`config.mk`:
```
export PLATFORM = sky130hd
export DESIGN_NAME = mu0_mux_arb
export DESIGN_NICKNAME = d
export VERILOG_FILES = /design/src/rtl/mu0_mux_arb.sv
export SDC_FILE = /design/constraint.sdc
export NUM_CORES = 1
export LEC_CHECK = 0
export BUFFER_PORTS_ARGS = -buffer_cell sky130_fd_sc_hd__clkbuf_2
export CORE_UTILIZATION = 42
export CTS_CLUSTER_SIZE = 8
export DETAILED_ROUTE_END_ITERATION = 10
export GPL_ROUTABILITY_DRIVEN = 0
export PLACE_DENSITY_LB_ADDON = 0.15
export SLEW_MARGIN = 20
export SYNTH_ARGS = -nofsm -noshare
export SYNTH_HDL_FRONTEND = slang
export SYNTH_SLANG_ARGS = --single-unit
```
`constraint.sdc`:
```
create_clock -name Clk -period 3.2 [get_ports Clk]
set_input_delay 0.96 -clock Clk [delete_from_list [all_inputs] [get_ports Clk]]
set_output_delay 0.96 -clock Clk [all_outputs]
set_load 0.01 [all_outputs]
```
`src/rtl/mu0_mux_arb.sv`:
```
`default_nettype none
// ============================================================================
// Module  : mu0_mux_arb
// Brief   : Registered N-to-1 source mux for the MU0 datapath with fixed-select
//           or round-robin arbitration and a valid/ready output stage.
// Revision: 1.0
// ============================================================================
module mu0_mux_arb #(
    parameter int WIDTH    = 12,
    parameter int CHANNELS = 4,
    localparam int SELW    = (CHANNELS > 2) ? $clog2(CHANNELS) : 1
) (
    input  logic                      Clk,
    input  logic                      Reset,
    input  logic                      Mode,
    input  logic [SELW-1:0]           Sel,
    input  logic [CHANNELS-1:0]       Req,
    input  logic [CHANNELS*WIDTH-1:0] D,
    output logic [CHANNELS-1:0]       Grant,
    output logic [WIDTH-1:0]          Q,
    input  logic                      Ready,
    output logic                      Valid,
    output logic [SELW-1:0]           Chan
);

    logic [WIDTH-1:0] data_q;
    logic             valid_q;
    logic [SELW-1:0]  chan_q;
    logic [SELW-1:0]  ptr;

    logic             load;
    logic             has_cand;
    logic [SELW-1:0]  cand;
    logic [SELW-1:0]  idx;

    assign load = !valid_q || Ready;

    // Round-robin scans from ptr+1 downward in priority; iterating the offsets
    // in reverse lets the nearest requester overwrite any farther one.
    always_comb begin
        has_cand = 1'b0;
        cand     = '0;
        idx      = '0;
        if (!Mode) begin
            for (int i = 0; i < CHANNELS; i++) begin
                if (Sel == SELW'(i) && Req[i]) begin
                    has_cand = 1'b1;
                    cand     = SELW'(i);
                end
            end
        end else begin
            for (int k = CHANNELS; k >= 1; k--) begin
                idx = SELW'((int'(ptr) + k) % CHANNELS);
                if (Req[idx]) begin
                    has_cand = 1'b1;
                    cand     = idx;
                end
            end
        end
    end

    always_comb begin
        Grant = '0;
        if (load && has_cand && !Reset) begin
            Grant = {{(CHANNELS-1){1'b0}}, 1'b1} << cand;
        end
    end

    always_ff @(posedge Clk or posedge Reset) begin
        if (Reset) begin
            data_q  <= '0;
            valid_q <= 1'b0;
            chan_q  <= '0;
            ptr     <= SELW'(CHANNELS - 1);
        end else if (load) begin
            if (has_cand) begin
                data_q  <= D[int'(cand)*WIDTH +: WIDTH];
                chan_q  <= cand;
                valid_q <= 1'b1;
                ptr     <= cand;
            end else begin
                valid_q <= 1'b0;
            end
        end
    end

    assign Q     = data_q;
    assign Valid = valid_q;
    assign Chan  = chan_q;

endmodule
`default_nettype wire
```
[Word level (Yosys, flattened, before mapping)]
Index checks and enable logic that the tools add are counted.
Cells by class
  add/subtract/negate cells: 4
  $mul: 1
  order comparisons: 4
  eq/ne operators: 3
  shift-type cells: 2
  mux-type cells: 27
  reduce and logical (&&, ||, !) cells: 11
Operators with widths (count)
  $shiftx 48x7->12: 1
  $mux 1: 15
  $mux 2: 7
  $lt 2x3->1 const B: 4
  $bmux 1 s2: 4
  $logic_and 1x1->1: 6
  $add 2x1->2 const B: 2
  $add 2x2->2 const B: 2
  $eq 2x2->1 const B: 2
  $mul 2x2->4 const B: 1
  $mux 4: 1
  $shl 1x2->4 const A: 1
  $eq 2x1->1 const B: 1
  $logic_not 1->1: 2
  $logic_not 2->1: 1
  $reduce_and 2->1: 1
  $logic_or 1x1->1: 1
Word-level totals
  bits in registers: 17
  input bits: 58
  output and inout port bits: 19

[Depth between registers and ports, before layout]
Gate-level depths: netlist (run 1).
  depth after elaboration: 11
  depth in mapped cells: 8
  mapped depth without buffers: 6

[Least setup slack after synthesis (run 1)]
OpenSTA, ideal clock, no wires.
  path kind: input to output
  start point: input Req[1]
  end point: output Grant[3]
  arrival: 2.196 ns
  required time: 2.240 ns
  setup slack: 0.044 ns
  stages on the path: 7
  buffers on the path: 2
  path through: inv_1 -> o221ai_1 -> a21oi_2 -> or2_1 -> buf_6 -> buf_6 -> nor4_1
On the way
  longest elaborated chain between the ends: 10
  elaborated cells between the ends (all ways): 29
  those cells by class: 1 x shift; 25 x mux; 3 x reduce/logical
Ends and longest elaborated chain
  from (decl): line 17  | input logic [CHANNELS-1:0] Req,
  $bmux 1 s2: line 54  | if (Req[idx]) begin
  $mux 1 (not written as such): line 54
  $mux 1 (4 in a row): line 54
  $mux 1: line 44  | if (!Mode) begin
  $logic_and 1x1->1 (2 in a row): line 64  | if (load && has_cand && !Reset) begin
  $mux 4 (*): line 64
  to (decl): line 19  | output logic [CHANNELS-1:0] Grant,
Every way passes the cells marked *; elsewhere a longest branch is shown, timed or not. The select of a mux whose other input is x is not followed.

[Worst setup path after layout (run 1)]
  start point: input Req[2]
  end point: output Grant[3]
Same word-level chain as after synthesis.

==> results of run 1 <==
-- routing by layer --
metal / GRT usage, % / up-vias / part of all wire (%)
met5: 0 / - / 0
met4: 9.76 / 0 / 1.6
met3: 3.02 / 10 / 6.4
met2: 44.1 / 84 / 51
met1: 30.2 / 696 / 41
li1: - / 702 / -
-- timing repair --
action	CTS	global route
pin swaps	0	1
setup endpoints to repair	1	4
gates cloned	0	0
buffers inserted	0	1
gates resized for setup	1	13
-- logic make-up (layout without fill, tap and decap cells) --
logic type | count (synthesis) | after routing | synth area share, %
AOI/OAI and AO/OA | 42 | 42 | 27.0
buffers and inverters | 15 | 97 | 7.28
DFF | 17 | 17 | 35.1
muxes | 3 | 3 | 2.67
and+or+nand+nor | 69 | 69 | 28.0
-- area by class of cell --
cell class / instances / area share (%)
Clock buffer: 3 / 1.30
Timing Repair Buffer: 87 / 27.1
Inverter: 6 / 1.30
Sequential cell: 17 / 24.8
Tap cell: 31 / 2.25
Multi-Input combinational cell: 114 / 43.0
Clock inverter: 1 / 0.290
-- sequential cells by signal, summed over array words and instances (netlist names) --
signal	flops
ptr	2
Chan	2
Q	12
Valid	1
-- per-stage QoR --
step                      utilization [%]  worst slack [ns]  hold slack [ns]  total power [mW]  setup TNS [ns]
final                                62.6            0.0448            0.499             0.807               0
after global routing                 62.6           0.00131            0.531             0.862               0
after CTS                            61.0          -0.00520            0.512             0.797        -0.00520
after detailed placement             59.8           -0.0115            0.488             0.680         -0.0115
after global placement               59.8             0.118            0.478             0.664               0
after floorplan                         -            0.0436            0.499             0.531               0
-- cells in the final DEF (no fill, tap or decap), drive strengths merged --
cell    count
nand2      27
o22ai       1
clkbuf     77
and3        1
a21o        3
a311oi     12
dfrtp      15
o221ai      2
o211ai      1
nand3b      1
buf        13
nor3b      12
nor4        2
nor3        4
nor2b       1
clkinv      1
o31a        1
o31ai       1
mux2i       1
o21bai      1
mux2        2
o21ai       4
nand2b      1
inv         6
nor2       19
dfstp       2
or2         1
a21oi       4
a211oi     12
-- final timing paths --
check / startpoint / depth (start not counted) / endpoint
max: Req[2] / 7 / Grant[3]
min: Chan[1] / 1 / Chan[1]
max reg2reg: ptr[0] / 7 / Q[11]
min reg2reg: Chan[1] / 1 / Chan[1]
max in group asynchronous: Reset / 2 / Q[2]
min in group asynchronous: Reset / 2 / Chan[0]
-- critical path, delay by kind of cell --
family / cells / cell delay (ns)
compound gates: 3 / 0.47
simple gates: 1 / 0.26
buf+inv: 3 / 0.49
-- power by group --
part	internal, mW	switching (mW)
Combinational	0.166	0.208
Sequential	0.280	0.0410
Clock	0.0463	0.0664
==> impl_metrics.py, run 1 <==
metrics = {
    "worst_setup_path": {
        "worstSetupEndpointType": "primary output",
        "start_kind": "primary input",
        "crit_fanout": 6,
        "required_ns": 2.24,
        "max_stage_delay_ns": 0.30,
        "worstSetupPathType": "in -> out",
        "slowest_stage": "o211ai_1",
        "path_cells": "clkbuf_4 > o21ai_0 > o211ai_1 > a21oi_4 > buf_4 > nor4_2 > buf_2",
        "r2r_slack_ns": 1.21,
        "arrival_ns": 2.20,
    },
    "timing": {
        "worst_pin_slew_ns": 0.671,
        "slew_violations": 0,
        "min_period_ns": 3.16,
        "fmax_ghz": 0.317,
        "grt_setup_unrepaired": "no",
        "skew_ns": 0.00871,
        "fin_crit_sh_pct": 98.6,
        "slew_headroom_pct": 55.1,
        "setup_violations": 0,
        "hold_violations": 0,
    },
    "final_layout": {
        "fin_nets": 287,
        "multi_input_area_um2": 742,
        "area_growth_syn_to_layout_pct": 41.5,
        "final_area_um2": 1730,
        "nFillCells": 257,
        "seqCellArea_um2": 428,
        "drive_gt1_share_pct": 46.9,
        "stdcell_count": 259,
        "diodes": 0,
    },
    "synth": {
        "synth_top_area_cell": "dfrtp_1",
        "synth_warnings": 0,
        "yosysSeqAreaShare_pct": 35.1,
        "async_flop_share_pct": 100,
        "synth_common_cells": "nand2_1 (27), nor2_1 (18), dfrtp_1 (15)",
        "syn_inst": 146,
        "synth_top_area_share_pct": 30.8,
        "avgSynthCellArea_um2": 8.36,
        "synth_edf_count": 0,
        "syn-num-nets": 204,
        "syn-cell-area_um2": 1220,
        "synthTopCellsByArea": "dfrtp_1 (31%), a311oi_1 (8.6%), nand2_1 (8.3%)",
        "synth_seq_cells": 17,
        "synth.most_common_cell": "nand2_1",
        "ys.flop_type": "dfrtp_1",
        "synth_cell_type_count": 34,
    },
    "route": {
        "viasPerCell": 5.76,
        "first_pass_iters": 4,
        "wl_um": 3800,
        "antenna_left": 0,
        "drt_drc_violations_left": 0,
        "wl_per_cell_um": 14.7,
        "dr.first_iter.drc_count": 64,
        "dr_total_vias": 1492,
    },
    "clocking": {
        "clock_sinks": 17,
        "htreeDepth": 1,
        "clockBufferDepth": 2,
        "cts_root_buf": "clkbuf_4",
        "cts_tree": "built",
        "path_clk_slew_ns": 0.09,
        "numCtsBuffers": 3,
        "cts_hold_buf": 0,
        "worstSkewPairLatency_ns": 0.28,
    },
    "floorplanning": {
        "pin_count": 77,
        "fp.dieW_um": 55.9,
        "die_area_um2": 3120,
        "core-area_um2": 2760,
        "die_h_um": 55.9,
        "row_count": 19,
        "initial_core_util_pct": 44.2,
    },
    "power": {
        "p_per_area_nw_per_um2": 468,
        "ir_drop_mv": 0.298,
        "p_leak_nw": 0.841,
    },
    "placed_design": {
        "dpl.cell_count": 254,
        "hpwlAfterDp_um": 2800,
        "port_buffers": 76,
        "dpl-instance-area_um2": 1650,
    },
    "grt": {
        "grt_max_degree": 25,
        "grt_pass1_wl_um": 6200,
        "first_global_vias": 1426,
        "track_usage_pct": 24.7,
        "antenna_found_initial": 0,
        "grt_overflow": 0,
    },
    "job": {
        "drv_cap": 0,
    },
    "hold_path": {
        "worstHoldPathType": "reg -> reg",
    },
    "status": {
        "status": "completed",
    },
}
No activity file was read; power rests on OpenSTA's default activity.
==> inputs of run 2 (changes only) <==
RECOVER_POWER = 100   (was default)
SLEW_MARGIN = default   (was 20)
==> impl_metrics.py, run 2 (same netlist as run 1, synthesis figures left out) <==
metrics = {
    "placed_design": {
        "hpwlAfterDp_um": 2800,
        "port_buffers": 76,
        "dpl-instance-area_um2": 1650,
    },
    "final_layout": {
        "mostFrequentLayoutCell": "clkbuf_2",
        "largest_reg_flops": 12,
        "nFillCells": 266,
        "area_growth_syn_to_layout_pct": 39.0,
        "final_cell_mix": "clkbuf_2 (55), nand2_1 (27), nor2_1 (18), clkbuf_1 (18), dfrtp_1 (15)",
        "seqCellArea_um2": 428,
        "diodes": 0,
        "final_area_um2": 1700,
        "drive_gt1_share_pct": 39.0,
        "multi_input_area_um2": 736,
        "fin_nets": 287,
    },
    "worst_setup_path": {
        "crit_family": "buffers and inverters",
        "worst-path-buf-inv": 3,
        "slowest_stage": "o211ai_1",
        "max_stage_delay_ns": 0.30,
        "arrival_ns": 2.20,
        "path_cells": "clkbuf_4 > o21ai_0 > o211ai_1 > a21oi_4 > buf_4 > nor4_2 > buf_2",
        "start_kind": "primary input",
        "required_ns": 2.24,
        "worstSetupPathType": "in -> out",
        "crit_fanout": 6,
        "worstSetupEndpointType": "primary output",
    },
    "job": {
        "drv_cap": 0,
    },
    "timing": {
        "slew_violations": 0,
        "fmax_ghz": 0.317,
        "fin_crit_sh_pct": 98.6,
        "skew_ns": 0.00997,
        "min_period_ns": 3.16,
        "tns_ns": 0,
        "worst_pin_slew_ns": 1.07,
        "setup_violations": 0,
        "grt_setup_unrepaired": "no",
        "slew_headroom_pct": 28.1,
        "hold_violations": 0,
    },
    "power": {
        "p_leak_nw": 0.786,
        "seqPwrFrac_pct": 40.6,
        "power.share.clock_pct": 14.3,
        "p_int_mw": 0.477,
        "netSwitchingFraction_pct": 39.6,
        "ir_drop_mv": 0.294,
        "p_per_area_nw_per_um2": 466,
        "comb_power_share_pct": 45.1,
        "power.net_switching_mw": 0.313,
        "fin_total_pwr_mw": 0.791,
    },
    "clocking": {
        "path_clk_slew_ns": 0.09,
        "htreeDepth": 1,
        "clockBufferDepth": 2,
        "cts_hold_buf": 0,
        "clock_sinks": 17,
        "cts_root_buf": "clkbuf_4",
        "numCtsBuffers": 3,
        "cts_tree": "built",
        "worstSkewPairLatency_ns": 0.29,
    },
    "route": {
        "antenna_left": 0,
        "first_pass_iters": 4,
        "dr.first_iter.drc_count": 58,
        "viasPerCell": 5.75,
        "drt_drc_violations_left": 0,
        "wl_um": 3810,
        "wl_per_cell_um": 14.7,
        "dr_total_vias": 1488,
    },
    "floorplanning": {
        "fp.dieW_um": 55.9,
        "pin_count": 77,
        "die_h_um": 55.9,
        "row_count": 19,
        "core-area_um2": 2760,
        "die_area_um2": 3120,
        "initial_core_util_pct": 44.2,
    },
    "grt": {
        "track_usage_pct": 24.7,
        "antenna_found_initial": 0,
        "grt_max_degree": 25,
        "grt_pass1_wl_um": 6200,
        "grt_overflow": 0,
        "first_global_vias": 1426,
    },
    "status": {
        "status": "completed",
    },
    "hold_path": {
        "worstHoldPathType": "reg -> reg",
    },
}
run 2: worst paths after layout:
kind | start | endpoint | slack (ns) | cells after the start
min in group asynchronous | Reset | Chan[0] | 0.84 | 2
max in group asynchronous | Reset | Q[2] | 1.93 | 2
max | Req[2] | Grant[3] | 0.04 | 7
max reg2reg | ptr[0] | Q[11] | 1.21 | 7
min | Chan[1] | Chan[1] | 0.50 | 1
min reg2reg | Chan[1] | Chan[1] | 0.50 | 1
run 2: through the flow:
step / hold WS [ns] / util [%] / std cells / worst slack [ns]
5_1_grt: 0.530 / 61.5 / 259 / 0.00128
4_1_cts: 0.512 / 61.0 / 258 / -0.00520
3_5_place_dp: 0.488 / 59.8 / 254 / -0.0115
6_report: 0.499 / 61.5 / 259 / 0.0438
3_3_place_gp: 0.478 / 59.8 / 254 / 0.118
2_1_floorplan: 0.499 / - / 146 / 0.0436
run 2: metal layers:
metal,track usage [%],wire (um)
met1,30.2,1560
met2,44.1,1950
met3,3.02,242
met4,9.76,49
met5,0,0
run 2: cell type report:
| class | count | area share, % |
|---|---|---|
| clock inverters | 1 | 0.295 |
| clock buffers | 3 | 1.33 |
| flip-flops and latches | 17 | 25.2 |
| inverters | 6 | 1.33 |
| multi-input cells | 114 | 43.4 |
| well taps | 31 | 2.29 |
| repair buffers | 87 | 26.1 |
run 2: what timing repair did:
| action | CTS | global route |
|---|---|---|
| gates resized for setup | 1 | 13 |
| endpoints found under the hold margin | 0 | 0 |
| setup buffers | 0 | 1 |
| endpoints found under the setup margin | 1 | 4 |
| pin swaps | 0 | 1 |
run 2: worst reg2reg max path: stages (launching register included):
cell      delay (ns)
dfstp_2         0.61
o21ai_0         0.11
o211ai_1        0.30
a21oi_4         0.08
o21ai_2         0.23
buf_4           0.24
a211oi_1        0.07
a311oi_1        0.25
run 2: power by group through the flow:
stage	Sequential [mW]	Combinational (mW)	Clock (mW)
after detailed placement	0.322	0.358	0
after global placement	0.320	0.345	0
final	0.321	0.357	0.113
after CTS	0.319	0.360	0.118
after floorplan	0.344	0.187	0
after global routing	0.327	0.394	0.125
==> inputs of run 3 (changes only) <==
ABC_AREA = 1   (was default)
CORE_UTILIZATION = 46   (was 42)
clock period = 3.5 ns   (was 3.2 ns; I/O delays follow)
==> impl_metrics.py, run 3 <==
metrics = {
    "grt": {
        "first_global_vias": 1534,
        "antenna_found_initial": 0,
        "grt_overflow": 0,
        "grt_max_degree": 21,
        "grt_pass1_wl_um": 6370,
        "track_usage_pct": 23.8,
    },
    "synth": {
        "synth.most_common_cell": "nand2_1",
        "synth_common_cells": "nand2_1 (94), nand3_1 (47), inv_1 (46)",
        "ys.flop_type": "dfrtp_1",
        "synth_seq_cells": 17,
        "syn_inst": 253,
        "synthTopCellsByArea": "dfrtp_1 (25%), nand2_1 (23%), nand3_1 (16%)",
        "synth_top_area_cell": "dfrtp_1",
        "synth_top_area_share_pct": 24.8,
        "synth_edf_count": 0,
        "avgSynthCellArea_um2": 5.97,
        "synth_warnings": 0,
        "syn-cell-area_um2": 1510,
        "synth_cell_type_count": 24,
        "yosysSeqAreaShare_pct": 28.3,
        "syn-num-nets": 311,
        "async_flop_share_pct": 100,
    },
    "route": {
        "wl_um": 3810,
        "first_pass_iters": 4,
        "dr_total_vias": 1736,
        "dr.first_iter.drc_count": 53,
        "viasPerCell": 4.62,
        "wl_per_cell_um": 10.1,
        "drt_drc_violations_left": 0,
        "antenna_left": 0,
    },
    "placed_design": {
        "hpwlAfterDp_um": 3030,
        "dpl-instance-area_um2": 1930,
        "port_buffers": 76,
    },
    "timing": {
        "fin_crit_sh_pct": 96.3,
        "slew_violations": 0,
        "fmax_ghz": 0.297,
        "min_period_ns": 3.37,
        "hold_violations": 0,
        "tns_ns": 0,
        "slew_headroom_pct": 38.6,
        "skew_ns": 0.0133,
        "setup_violations": 0,
        "whs_ns": 0.496,
        "worst_pin_slew_ns": 0.922,
        "grt_setup_unrepaired": "no",
    },
    "final_layout": {
        "final_area_um2": 1930,
        "area_growth_syn_to_layout_pct": 27.6,
        "mostFrequentLayoutCell": "nand2_1",
        "drive_gt1_share_pct": 26.5,
        "final_cell_mix": "nand2_1 (94), clkbuf_2 (60), nand3_1 (48)",
        "diodes": 0,
        "fin_nets": 391,
        "largest_reg_flops": 12,
        "nFillCells": 333,
    },
    "clocking": {
        "path_clk_slew_ns": 0.09,
        "worstSkewPairLatency_ns": 0.30,
        "cts_resized": 0,
        "post-cts-setup-buffers": 0,
        "htreeDepth": 1,
        "numCtsBuffers": 3,
        "clockBufferDepth": 2,
        "clock_sinks": 17,
        "cts_hold_buf": 0,
        "cts_tree": "built",
        "cts_root_buf": "clkbuf_4",
    },
    "floorplanning": {
        "initial_core_util_pct": 49.1,
        "die_area_um2": 3520,
        "pin_count": 77,
        "die_h_um": 59.3,
        "core-area_um2": 3080,
        "fp.dieW_um": 59.3,
        "row_count": 20,
    },
    "worst_setup_path": {
        "arrival_ns": 2.32,
        "r2r_cells": 12,
        "r2r_slack_ns": 0.90,
        "r2r-start": "ptr[0]",
        "crit_fanout": 9,
        "worstSetupEndpointType": "primary output",
        "start_kind": "primary input",
        "worstSetupPathType": "in -> out",
        "required_ns": 2.45,
        "timing.rr.end": "Q[0]",
    },
    "power": {
        "power.net_switching_mw": 0.656,
        "netSwitchingFraction_pct": 50.4,
        "fin_total_pwr_mw": 1.30,
        "power.share.clock_pct": 8.3,
        "p_leak_nw": 1.22,
        "seqPwrFrac_pct": 27.9,
        "p_per_area_nw_per_um2": 674,
        "p_int_mw": 0.645,
        "comb_power_share_pct": 63.9,
        "ir_drop_mv": 0.372,
    },
    "hold_path": {
        "min_from": "Q[2]",
        "min_path_cells": 2,
        "worstHoldPathType": "reg -> reg",
        "holdPathEnd": "Q[2]",
    },
    "job": {
        "drv_cap": 0,
    },
    "status": {
        "status": "completed",
    },
}
run 3: power by group through the flow:
stage	registers, mW	logic (mW)	clock network (mW)
detailed placement	0.366	0.862	0
floorplan	0.388	0.613	0
global route	0.376	0.945	0.124
global placement	0.365	0.845	0
finish	0.363	0.831	0.107
CTS	0.364	0.864	0.111
run 3: cells by family (layout without fill, tap and decap cells):
group	count (synthesis)	in the layout	share of synthesized area, %
DFF	17	17	28.3
AOI/OAI and AO/OA	9	9	3.89
and+or+nand+nor	162	162	48.5
buffers and inverters	65	144	19.3
run 3: final cells by class:
| class | count | area (um^2) | share of cell area [%] |
|---|---|---|---|
| tap | 44 | 55.1 | 2.85 |
| multi-input combinational | 171 | 790 | 40.9 |
| clock buffer | 3 | 22.5 | 1.17 |
| clock inverter | 1 | 5.00 | 0.259 |
| sequential | 17 | 428 | 22.2 |
| inverter | 55 | 209 | 10.8 |
| timing repair buffer | 85 | 420 | 21.8 |
run 3: critical path, stage by stage:
cell and delay (ns):
clkbuf_2 0.08, inv_1 0.05, o21ai_1 0.15, nand2_1 0.11
nand2_2 0.07, nand2_1 0.06, nand3_1 0.07, nand2_1 0.09
nand2_4 0.09, nand2_4 0.09, nor3_1 0.24, clkbuf_2 0.18
run 3: how the worst max path moves through the flow:
stage,from,endpoint
3_5_place_dp,Req[3],Grant[1]
6_report,Req[3],Grant[2]
2_1_floorplan,Req[3],Grant[0]
3_3_place_gp,Req[3],Grant[3]
5_1_grt,Req[3],Grant[3]
4_1_cts,Req[0],Grant[0]
run 3: metal layers:
| metal | global-route usage [%] | share of wire (%) | vias to the layer above |
|---|---|---|---|
| met4 | 5.44 | 0.66 | 0 |
| met1 | 29.4 | 44 | 763 |
| met5 | 0 | 0 | - |
| met3 | 4.15 | 4.2 | 4 |
| met2 | 42.7 | 51 | 42 |
| li1 | - | - | 927 |
run 3: metrics by stage:
stage          util [%]  std cells  worst slack [ns]
2_1_floorplan         -        253             0.234
5_1_grt            62.7        376           0.00488
4_1_cts            63.7        376             0.131
6_report           62.7        376             0.128
3_3_place_gp       62.8        372             0.177
3_5_place_dp       62.8        372             0.139
